`src/rtl/bcd_uart_printer.sv`:
```
// bcd_uart_printer
// Prints a 32-bit value as a decimal text line over a UART. The latched value
// is handed to message_rom for binary-to-BCD conversion, then the ten digit
// characters (most significant first) and a trailing newline are read back one
// address at a time and pushed into serial_tx using its new_data/busy
// handshake. Leading "0" characters can optionally be suppressed, but the
// units digit is always sent.
//
// Ports:
//   clk        system clock
//   rst_n      asynchronous active-low reset
//   go         print request, only looked at while idle
//   value      value to print, captured when go is accepted
//   busy       high whenever a print is in progress
//   done       one-cycle pulse at the end of a line or on a timeout abort
//   err        sticky conversion-timeout flag, cleared by the next accepted go
//   rom_value  captured value, to message_rom valuetoprint
//   rom_start  one-cycle conversion start strobe to message_rom
//   rom_addr   character address to message_rom (10..1 digits, 11 newline)
//   rom_data   character byte from message_rom (registered output)
//   rom_done   conversion-complete indication from message_rom
//   tx_data    byte presented to serial_tx
//   tx_new     one-cycle new_data strobe to serial_tx
//   tx_busy    busy indication from serial_tx

module bcd_uart_printer #(
   parameter int SUPPRESS_ZEROS = 1,
   parameter int ROM_WAIT       = 2,
   parameter int CONV_TIMEOUT   = 1023
) (
   input  logic        clk,
   input  logic        rst_n,
   input  logic        go,
   input  logic [31:0] value,
   output logic        busy,
   output logic        done,
   output logic        err,
   output logic [31:0] rom_value,
   output logic        rom_start,
   output logic [3:0]  rom_addr,
   input  logic [7:0]  rom_data,
   input  logic        rom_done,
   output logic [7:0]  tx_data,
   output logic        tx_new,
   input  logic        tx_busy
);

   localparam int CNT_W  = (CONV_TIMEOUT < 2) ? 1 : $clog2(CONV_TIMEOUT);
   localparam int WAIT_W = (ROM_WAIT < 2) ? 1 : $clog2(ROM_WAIT);
   localparam logic [CNT_W-1:0]  CNT_LAST  = CNT_W'((CONV_TIMEOUT < 1) ? 0 : CONV_TIMEOUT - 1);
   localparam logic [WAIT_W-1:0] WAIT_LAST = WAIT_W'((ROM_WAIT < 1) ? 0 : ROM_WAIT - 1);
   localparam logic              LEAD_INIT = (SUPPRESS_ZEROS != 0);

   typedef enum logic [2:0] {
      S_IDLE,
      S_START,
      S_WAIT_CONV,
      S_WAIT_ROM,
      S_DECIDE,
      S_SEND,
      S_WAIT_TX,
      S_NEXT
   } state_t;

   state_t              state;
   logic [CNT_W-1:0]    conv_cnt;
   logic [WAIT_W-1:0]   wait_cnt;
   logic                leading;
   logic                tx_first;

   // Whole print sequence in one registered state machine. Strobes (rom_start,
   // tx_new, done) default low every cycle so they can only ever be one cycle
   // wide. The conversion counter counts WAIT_CONV cycles; rom_done is tested
   // before the timeout so a completion on the final counted cycle still wins.
   // WAIT_ROM holds the address long enough for the registered ROM output to
   // reflect it before it is copied into tx_data. The first WAIT_TX cycle
   // ignores tx_busy because serial_tx only raises busy one cycle after the
   // strobe. go is refused while done is high so a held request cannot
   // restart in the same cycle the previous line finishes.
   always_ff @(posedge clk or negedge rst_n) begin
      if (!rst_n) begin
         state     <= S_IDLE;
         busy      <= 1'b0;
         done      <= 1'b0;
         err       <= 1'b0;
         rom_value <= '0;
         rom_start <= 1'b0;
         rom_addr  <= '0;
         tx_data   <= '0;
         tx_new    <= 1'b0;
         conv_cnt  <= '0;
         wait_cnt  <= '0;
         leading   <= 1'b0;
         tx_first  <= 1'b0;
      end else begin
         rom_start <= 1'b0;
         tx_new    <= 1'b0;
         done      <= 1'b0;
         case (state)
            S_IDLE: begin
               if (go && !done) begin
                  rom_value <= value;
                  err       <= 1'b0;
                  busy      <= 1'b1;
                  state     <= S_START;
               end
            end
            S_START: begin
               rom_start <= 1'b1;
               conv_cnt  <= '0;
               state     <= S_WAIT_CONV;
            end
            S_WAIT_CONV: begin
               if (rom_done) begin
                  rom_addr <= 4'd10;
                  leading  <= LEAD_INIT;
                  wait_cnt <= '0;
                  state    <= S_WAIT_ROM;
               end else if (conv_cnt == CNT_LAST) begin
                  err   <= 1'b1;
                  done  <= 1'b1;
                  busy  <= 1'b0;
                  state <= S_IDLE;
               end else begin
                  conv_cnt <= conv_cnt + CNT_W'(1);
               end
            end
            S_WAIT_ROM: begin
               if (wait_cnt == WAIT_LAST) begin
                  tx_data <= rom_data;
                  state   <= S_DECIDE;
               end else begin
                  wait_cnt <= wait_cnt + WAIT_W'(1);
               end
            end
            S_DECIDE: begin
               if (leading && (tx_data == 8'h30) && (rom_addr > 4'd1)) begin
                  state <= S_NEXT;
               end else begin
                  leading <= 1'b0;
                  state   <= S_SEND;
               end
            end
            S_SEND: begin
               if (!tx_busy) begin
                  tx_new   <= 1'b1;
                  tx_first <= 1'b1;
                  state    <= S_WAIT_TX;
               end
            end
            S_WAIT_TX: begin
               if (tx_first) begin
                  tx_first <= 1'b0;
               end else if (!tx_busy) begin
                  state <= S_NEXT;
               end
            end
            S_NEXT: begin
               wait_cnt <= '0;
               if (rom_addr == 4'd11) begin
                  done     <= 1'b1;
                  busy     <= 1'b0;
                  rom_addr <= 4'd0;
                  state    <= S_IDLE;
               end else if (rom_addr == 4'd1) begin
                  rom_addr <= 4'd11;
                  state    <= S_WAIT_ROM;
               end else begin
                  rom_addr <= rom_addr - 4'd1;
                  state    <= S_WAIT_ROM;
               end
            end
            default: begin
               busy  <= 1'b0;
               state <= S_IDLE;
            end
         endcase
      end
   end

endmodule
```
`config.mk`:
```
export PLATFORM = sky130hd
export DESIGN_NAME = bcd_uart_printer
export DESIGN_NICKNAME = d
export VERILOG_FILES = /design/src/rtl/bcd_uart_printer.sv
export SDC_FILE = /design/constraint.sdc
export NUM_CORES = 1
export LEC_CHECK = 0
export CAP_MARGIN = 20
export CORE_MARGIN = 2
export CORE_UTILIZATION = 25
export CTS_CLUSTER_SIZE = 16
export DETAILED_ROUTE_END_ITERATION = 7
export GPL_TIMING_DRIVEN = 0
export PLACE_DENSITY = 0.49
export SKIP_CTS_REPAIR_TIMING = 1
export SLEW_MARGIN = 20
export SYNTH_ARGS = -nofsm -noshare
export SYNTH_HDL_FRONTEND = slang
export SYNTH_SLANG_ARGS = --single-unit
```
`constraint.sdc`:
```
create_clock -name clk -period 2.26 [get_ports clk]
set_input_delay 0.452 -clock clk [delete_from_list [all_inputs] [get_ports clk]]
set_output_delay 0.452 -clock clk [all_outputs]
set_load 0.05 [all_outputs]
```
Yosys cells after proc, flatten, opt, wreduce, memory -nomap -nowiden
Cells that the tools add are included.
{ "totals": {"wordCells": 103, "out_inout_bits": 49, "register_bits": 65} }
{ "op_classes": {"n_mux": 41, "order_cmp": 1, "n_reduce_logical": 22, "eq_ne": 23, "n_addsub": 3} }
{ "ops": {"columns": ["operator", "count"], "rows": [
  ["3-bit case mux with 8 select lines", 1],
  ["2-bit inequality test, second input constant", 11],
  ["3-bit 2-to-1 mux", 7],
  ["10-bit 2-to-1 mux", 2],
  ["10-bit case mux with 2 select lines", 1],
  ["1-bit 2-to-1 mux", 18],
  ["3-bit == test, second input constant", 4],
  ["4-bit 2-to-1 mux", 3],
  ["10-bit by 1-bit adder with 10-bit output, second input constant", 1],
  ["10-bit == test, second input constant", 1],
  ["2-bit AND reduction", 5],
  ["2-bit nonzero test", 5],
  ["8-bit by 6-bit == test with 1-bit output, second input constant", 1],
  ["1-bit case mux with 2 select lines", 4],
  ["4-bit case mux with 2 select lines", 1],
  ["3-bit by 2-bit == test with 1-bit output, second input constant", 2],
  ["1-bit case mux with 3 select lines", 2],
  ["3-bit AND reduction", 2],
  ["6-bit AND reduction", 1],
  ["3-bit nonzero test", 2],
  ["5-bit AND reduction", 1],
  ["4-bit by 1-bit == test with 1-bit output, second input constant", 1],
  ["4-bit == test, second input constant", 1],
  ["4-bit by 1-bit > comparator with 1-bit output, second input constant", 1],
  ["other kinds (9)", 12]
]} }

Logic depth before layout (Yosys ltp)
Gate-level depths: netlist of run 1.
{ "logic_depth": {"word_depth": 5, "ltp_mapped": 7, "ltp_nobuf": 6} }

Least setup slack after synthesis of run 1
OpenSTA, ideal clock, no wires.
{ "synth_path": {"kind": "reg2reg", "startpoint": "register rom_addr[1]", "endpoint": "register state[1]", "synth_period_minus_slack_ns": 1.840, "required_time_ns": 2.159, "path_stages_with_launch": 7, "t_arrival_ns": 1.739, "path_slack_ns": 0.420, "path_cell_list": "dfrtp_1 > inv_1 > ha_1 > nor2_1 > o31ai_1 > o41a_1 > o32ai_1"} }
{ "synth_via": {"elab_chain_len": 4} }
{ "synth_lines": {"columns": ["item", "line_no", "rtl"], "rows": [
  ["start: declaration", "40", "output logic [3:0] rom_addr,"],
  ["start signal: assignment", "169", "rom_addr <= rom_addr - 4'd1;"],
  ["4-bit by 1-bit > comparator with 1-bit output", "137", "if (leading && (tx_data == 8'h30) && (rom_addr > 4'd1)) begin"],
  ["1-bit logical AND", "137", null],
  ["2-bit 2-to-1 mux", "137", null],
  ["3-bit case mux with 8 select lines *", "99", "case (state)"],
  ["end signal: assignment", "105", "state <= S_START;"],
  ["end signal: assignment", "138", "state <= S_NEXT;"],
  ["end signal: assignment", "141", "state <= S_SEND;"],
  ["end: declaration", "65", "state_t state;"]
]} }
Every way passes the cells marked *; elsewhere a longest branch is shown, timed or not.
A chain may end at the register's enable or synchronous reset.

Worst setup path in the final report of run 1
{ "layout_path": {"startpoint": "register rom_addr[3]", "endpoint": "output port rom_addr[3]"} }
No word-level cell between the ends.

==> results of run 1 <==
==> sequential cells by signal (all words and copies together) (netlist names), 3 cells and up <==
name and flops:
conv_cnt 10, rom_addr 4, rom_value 32, state 3
tx_data 8
==> metrics by stage <==
stage | setup TNS, ns | hold slack, ns | instances
6_report | 0 | 0.0363 | 495
5_1_grt | 0 | 0.0522 | 495
4_1_cts | 0 | 0.0375 | 495
3_5_place_dp | -3.20 | 0.393 | 479
3_3_place_gp | -107.98 | 0.472 | 478
2_1_floorplan | 0 | 0.156 | 242
==> cell type report <==
| cell class | count | area (sq um) |
|---|---|---|
| clock inverter | 6 | 90.1 |
| sequential | 65 | 1630 |
| multi-input combinational | 157 | 1210 |
| buffer | 9 | 47.5 |
| clock buffer | 10 | 239 |
| timing repair buffer | 94 | 956 |
| inverter | 11 | 41.3 |
| tap | 143 | 179 |
| fill | 1145 | 7020 |
==> per-layer routing <==
metal / vias up / track usage, % / part of all wire (%)
met3: 4 / 4.10 / 4.5
met5: - / 0 / 0
met2: 55 / 17.8 / 47
li1: 1103 / - / -
met4: 0 / 3.17 / 1.1
met1: 1101 / 15.3 / 48
==> cell usage after synthesis, drive strengths merged, types with 2 or more instances <==
library cell	n	area share, %
a21oi	11	1.9
and2	2	0.43
buf	7	1.4
clkbuf	2	0.26
dfrtp	65	56
ha	5	2.1
inv	11	1.4
mux2	41	16
nand2	14	1.8
nand2b	3	0.64
nand3	10	1.7
nand3b	2	0.51
nand4	3	0.64
nor2	13	1.7
nor2b	2	0.43
nor3	2	0.34
o211ai	2	0.51
o21ai	12	2.0
o22ai	2	0.43
o31ai	8	2.2
or3	2	0.43
or4	5	1.3
==> power groups by stage <==
stage	combinational (mW)	sequential, mW	clock (mW)
floorplan	1.10	3.43	0
global placement	3.76	1.99	0
detailed placement	3.78	2.01	0
CTS	3.79	1.99	1.57
global route	3.97	2.06	1.62
finish	3.74	1.99	1.51
==> final timing paths <==
kind | to
worst max-delay path | rom_addr[3]
worst min-delay path | rom_value[21]
worst max register to register | state[1]
worst min register to register | rom_value[12]
max in group asynchronous | rom_addr[3]
min in group clk | rom_value[12]
==> placed cells by master, fill, tap and decap left out, types with 2 or more instances in the layout <==
cell type,synthesis,routed
clkbuf_1,2,2
nand3_1,10,10
ha_1,5,5
o22ai_1,2,2
nor2b_1,2,2
nand2_1,14,14
buf_2,5,5
a21oi_1,11,11
mux2_2,37,37
dfrtp_1,65,65
o31ai_1,7,7
nand3b_1,2,2
o211ai_1,2,2
or4_1,5,5
or3_1,2,2
nor2_1,13,13
inv_1,11,11
nand4_1,3,3
o21ai_0,9,9
bufinv_16,0,2
nor3_1,2,2
and2_1,2,2
o21ai_1,3,3
mux2_1,4,4
clkbuf_16,0,9
clkdlybuf4s50_1,0,92
nand2b_1,3,3
==> cells by family after synthesis <==
logic type	after synthesis	share of synthesized area (%)
flip-flops	65	55.5
AO/OA/AOI/OAI	48	11.3
adder cells (fa/ha/maj)	5	2.13
AND/OR/NAND/NOR	63	12.3
multiplexers	41	15.8
buffers and inverters	20	3.03
==> results.cfg, run 1 <==
[pwr]
internal-power_mw = 4.08
clkPwrFrac_pct = 20.9
power_frac_seq_pct = 27.4
switching_share_pct = 43.7
leakagePower_nw = 1.78
cellPowerDensity_nw_per_um2 = 1650
p_switching_mw = 3.17
ir_worst_vdd_uv = 706
power_frac_comb_pct = 51.7
totalPowerFinal_mw = 7.25

[clocking]
clk_latency_ns = 0.32
cts-root-buf = clkbuf_16
cts_made_buffers = 9
clk_path_buf_depth = 2
cts_tree = built
path_clk_slew_ns = 0.06
htree_num_levels = 3
clock_sink_count = 65

[worst_setup_path]
critPathLaunchType = register
crit_buf_inv = 1
end_kind = output port
path_class = reg2out
worstPathRequired_ns = 1.81
worstReg2RegStart = conv_cnt[3]
critPathTopFamily = buffers and inverters
cp-startpoint = rom_addr[3]
crit_cells = 1
rrSetupSlack_ns = 0.33
slowest_delay_ns = 0.86
r2r_cells = 5
cpMaxStageDelayCell = clkdlybuf4s50_1
worst-path-max-fanout = 9
crit_chain = clkdlybuf4s50_1
crit_arrival_ns = 1.67

[timing]
finClkSkew_ns = 0.00742
maxSlewHeadroom_pct = 63.5
min_period_ns = 2.12
hold_viol = 0
worst_slew_pin_slew_ns = 0.546
fmax_mhz = 471
slew_violations = 0
fin_crit_sh_pct = 93.9
finalSetupViolations = 0
worst_slack_ns = 0.137
rsz0062_at_grt = no

[final_layout]
fin_area_sq_um = 4390
diodes = 0
postLayoutCoreUtil_pct = 38.5
area_growth_pct = 50.0
nets = 397
drive_gt1_share_pct = 18.8

[place]
dp_worst_setup_slack_ns = -0.133
port_buffers = 93
hpwlAfterDp_um = 5060
dpl_cell_area_sq_um = 4070
gp_congestion = 0.766

[synthesis]
avgSynthCellArea_sq_um = 12.1
yosysSeqAreaShare_pct = 55.5
yosysWarnings = 0
synthCells = 242
synth_edf_count = 0
synth_fp_nets = 292
ys_seq_elements = 65
synth-main-ff-cell = dfrtp_1
syn_area_sq_um = 2930
synth.distinct_cells = 45
async_reset_ff_share_pct = 100

[die]
dieArea_sq_um = 12600
std_cell_rows = 39
initial_core_util_pct = 25.7
ioPinCount = 94
core_sq_um = 11400
dieHeight_um = 112
die_w_um = 112

[detailed_routing]
drc_errors = 0
final_antenna_net_count = 0
wl_um = 6960
wl_per_cell_um = 14.1
first_pass_iters = 4
via_per_inst = 4.57
drt_iter0_drc = 73
vias = 2263

[grt]
grt_usage_pct = 11.5
grt_pass1_vias = 2272
overflow = 0
antenna_found_initial = 0
grt_pass1_wl_um = 11600
grt_max_degree = 42

[outcome]
status = finished, final reports clean

[job]
cap_violations = 0

[hold_path]
hold_class = in2async
Power figures use the tool's default switching activity.
==> run 2, diff against run 1 <==
--- a/config.mk
+++ b/config.mk
@@ -7,11 +7,11 @@
 export LEC_CHECK = 0
 export CAP_MARGIN = 20
 export CORE_MARGIN = 2
-export CORE_UTILIZATION = 25
+export CORE_UTILIZATION = 35
 export CTS_CLUSTER_SIZE = 16
 export DETAILED_ROUTE_END_ITERATION = 7
 export GPL_TIMING_DRIVEN = 0
-export PLACE_DENSITY = 0.49
+export PLACE_DENSITY = 0.63
 export SKIP_CTS_REPAIR_TIMING = 1
 export SLEW_MARGIN = 20
 export SYNTH_ARGS = -nofsm -noshare
==> run 2 against run 1 <==
Against the previous run:
- final area shrank 3.4%
- combinational power is essentially flat
- first-iteration DRC count shrank 19%
- non-clock buffer count grew 1
- final cell count shrank 7.5%
- critical path type unchanged
- largest cell class unchanged
- largest power group unchanged
==> results.cfg, run 2 (same netlist as run 1, synthesis figures left out) <==
[outcome]
status = finished, final reports clean

[detailed_routing]
wl_um = 6420
wl_per_cell_um = 14.0
first_pass_iters = 4
final_antenna_net_count = 0
vias = 2268
drc_errors = 0
drt_iter0_drc = 59
via_per_inst = 4.95

[final_layout]
seq_area_sq_um = 1630
largest_reg_flops = 32
mostFrequentLayoutCells = clkdlybuf4s50_1 (92), dfrtp_1 (65), mux2_2 (37)
regMostFlops = rom_value
area_growth_pct = 44.9
nets = 398
multi_input_comb_area_sq_um = 1210
n_fill_cell = 768
postLayoutCoreUtil_pct = 51.9
reg_top3 = rom_value x32, conv_cnt x10, tx_data x8
final_common_cell = clkdlybuf4s50_1
diodes = 0
fin_area_sq_um = 4250
drive_gt1_share_pct = 18.7

[hold_path]
hold_path_depth = 1
min-delay-start = rom_value[9]
hold_class = reg2reg

[pwr]
leakagePower_nw = 1.73
cellPowerDensity_nw_per_um2 = 1600
ir_worst_vdd_uv = 762

[die]
std_cell_rows = 33
dieArea_sq_um = 9120
initial_core_util_pct = 35.8
die_w_um = 95.5
ioPinCount = 94
core_sq_um = 8180
dieHeight_um = 95.5

[place]
dpl_cell_area_sq_um = 4020
gp_congestion = 0.842
hpwlAfterDp_um = 4670
port_buffers = 93

[clocking]
htree_num_levels = 3
cts_made_buffers = 9
cts_tree = built
clk_path_buf_depth = 2
cts-root-buf = clkbuf_8
clk_latency_ns = 0.34
clock_sink_count = 65
path_clk_slew_ns = 0.07

[timing]
maxSlewHeadroom_pct = 62.8
finClkSkew_ns = 0.00765
setup_tns_ns = 0
fin_crit_sh_pct = 94.2
hold_viol = 0
worst_slew_pin_slew_ns = 0.556
fmax_mhz = 470
rsz0062_at_grt = no
slew_violations = 0
min_period_ns = 2.13
finalSetupViolations = 0

[grt]
overflow = 0
grt_usage_pct = 15.2
antenna_found_initial = 0
grt_pass1_vias = 2246
grt_pass1_wl_um = 10600
grt_max_degree = 53

[worst_setup_path]
crit_end = rom_addr[3]
crit_arrival_ns = 1.68
critPathLaunchType = register
crit_chain = clkdlybuf4s50_1
worstReg2RegStart = conv_cnt[3]
path_class = reg2out
worstPathRequired_ns = 1.81
slowest_delay_ns = 0.86
worst-path-max-fanout = 9
rrSetupSlack_ns = 0.35
cp-startpoint = rom_addr[3]
r2r_cells = 5
cpMaxStageDelayCell = clkdlybuf4s50_1
end_kind = output port
crit_buf_inv = 1
critPathTopFamily = buffers and inverters
r2r_end = state[1]
crit_cells = 1

[job]
cap_violations = 0
==> run 2: changes by cell type in the layout (fill, tap and decap cells not counted), sizes merged <==
cell         before  now
dlygate4sd3       0    1
clkinvlp          1    2
clkbuf           12   11
==> run 2: per-layer routing <==
| metal | wire, um | track usage (%) |
|---|---|---|
| met2 | 3180 | 25.2 |
| met3 | 340 | 4.74 |
| met1 | 2810 | 18.2 |
| met5 | 0 | 0 |
| met4 | 93 | 6.31 |
==> run 2: report_power, final <==
part | switching (mW) | total [mW] | internal [mW]
Clock | 0.463 | 1.08 | 0.620
Combinational | 2.31 | 3.73 | 1.42
Sequential | 0.315 | 1.97 | 1.66
Total | 3.09 | 6.78 | 3.70
==> run 2: layout make-up <==
type,instances,area share [%]
clock buffers,9,2.92
flip-flops and latches,65,38.3
inverters,11,0.973
repair buffers,95,22.8
plain buffers,9,1.12
multi-input cells,157,28.6
well taps,105,3.09
clock inverters,7,2.21
==> run 2: how the worst min path moves through the flow <==
| stage | endpoint | slack [ns] |
|---|---|---|
| finish | rom_value[9] | 0.49 |
| CTS | rom_value[30] | -0.05 |
| global placement | rom_value[9] | 0.47 |
| global route | rom_value[9] | 0.51 |
| floorplan | busy | 0.16 |
| detailed placement | rom_value[30] | 0.33 |
==> run 2: stage by stage <==
stage / setup WS, ns / power (mW) / instances / hold WS, ns
6_report: 0.132 / 6.78 / 458 / 0.490
3_3_place_gp: -1.47 / 5.71 / 440 / 0.472
3_5_place_dp: -0.0582 / 5.76 / 441 / 0.325
5_1_grt: 0.0270 / 7.17 / 458 / 0.511
2_1_floorplan: 0.420 / 4.53 / 242 / 0.156
4_1_cts: 0.105 / 6.87 / 457 / -0.0515
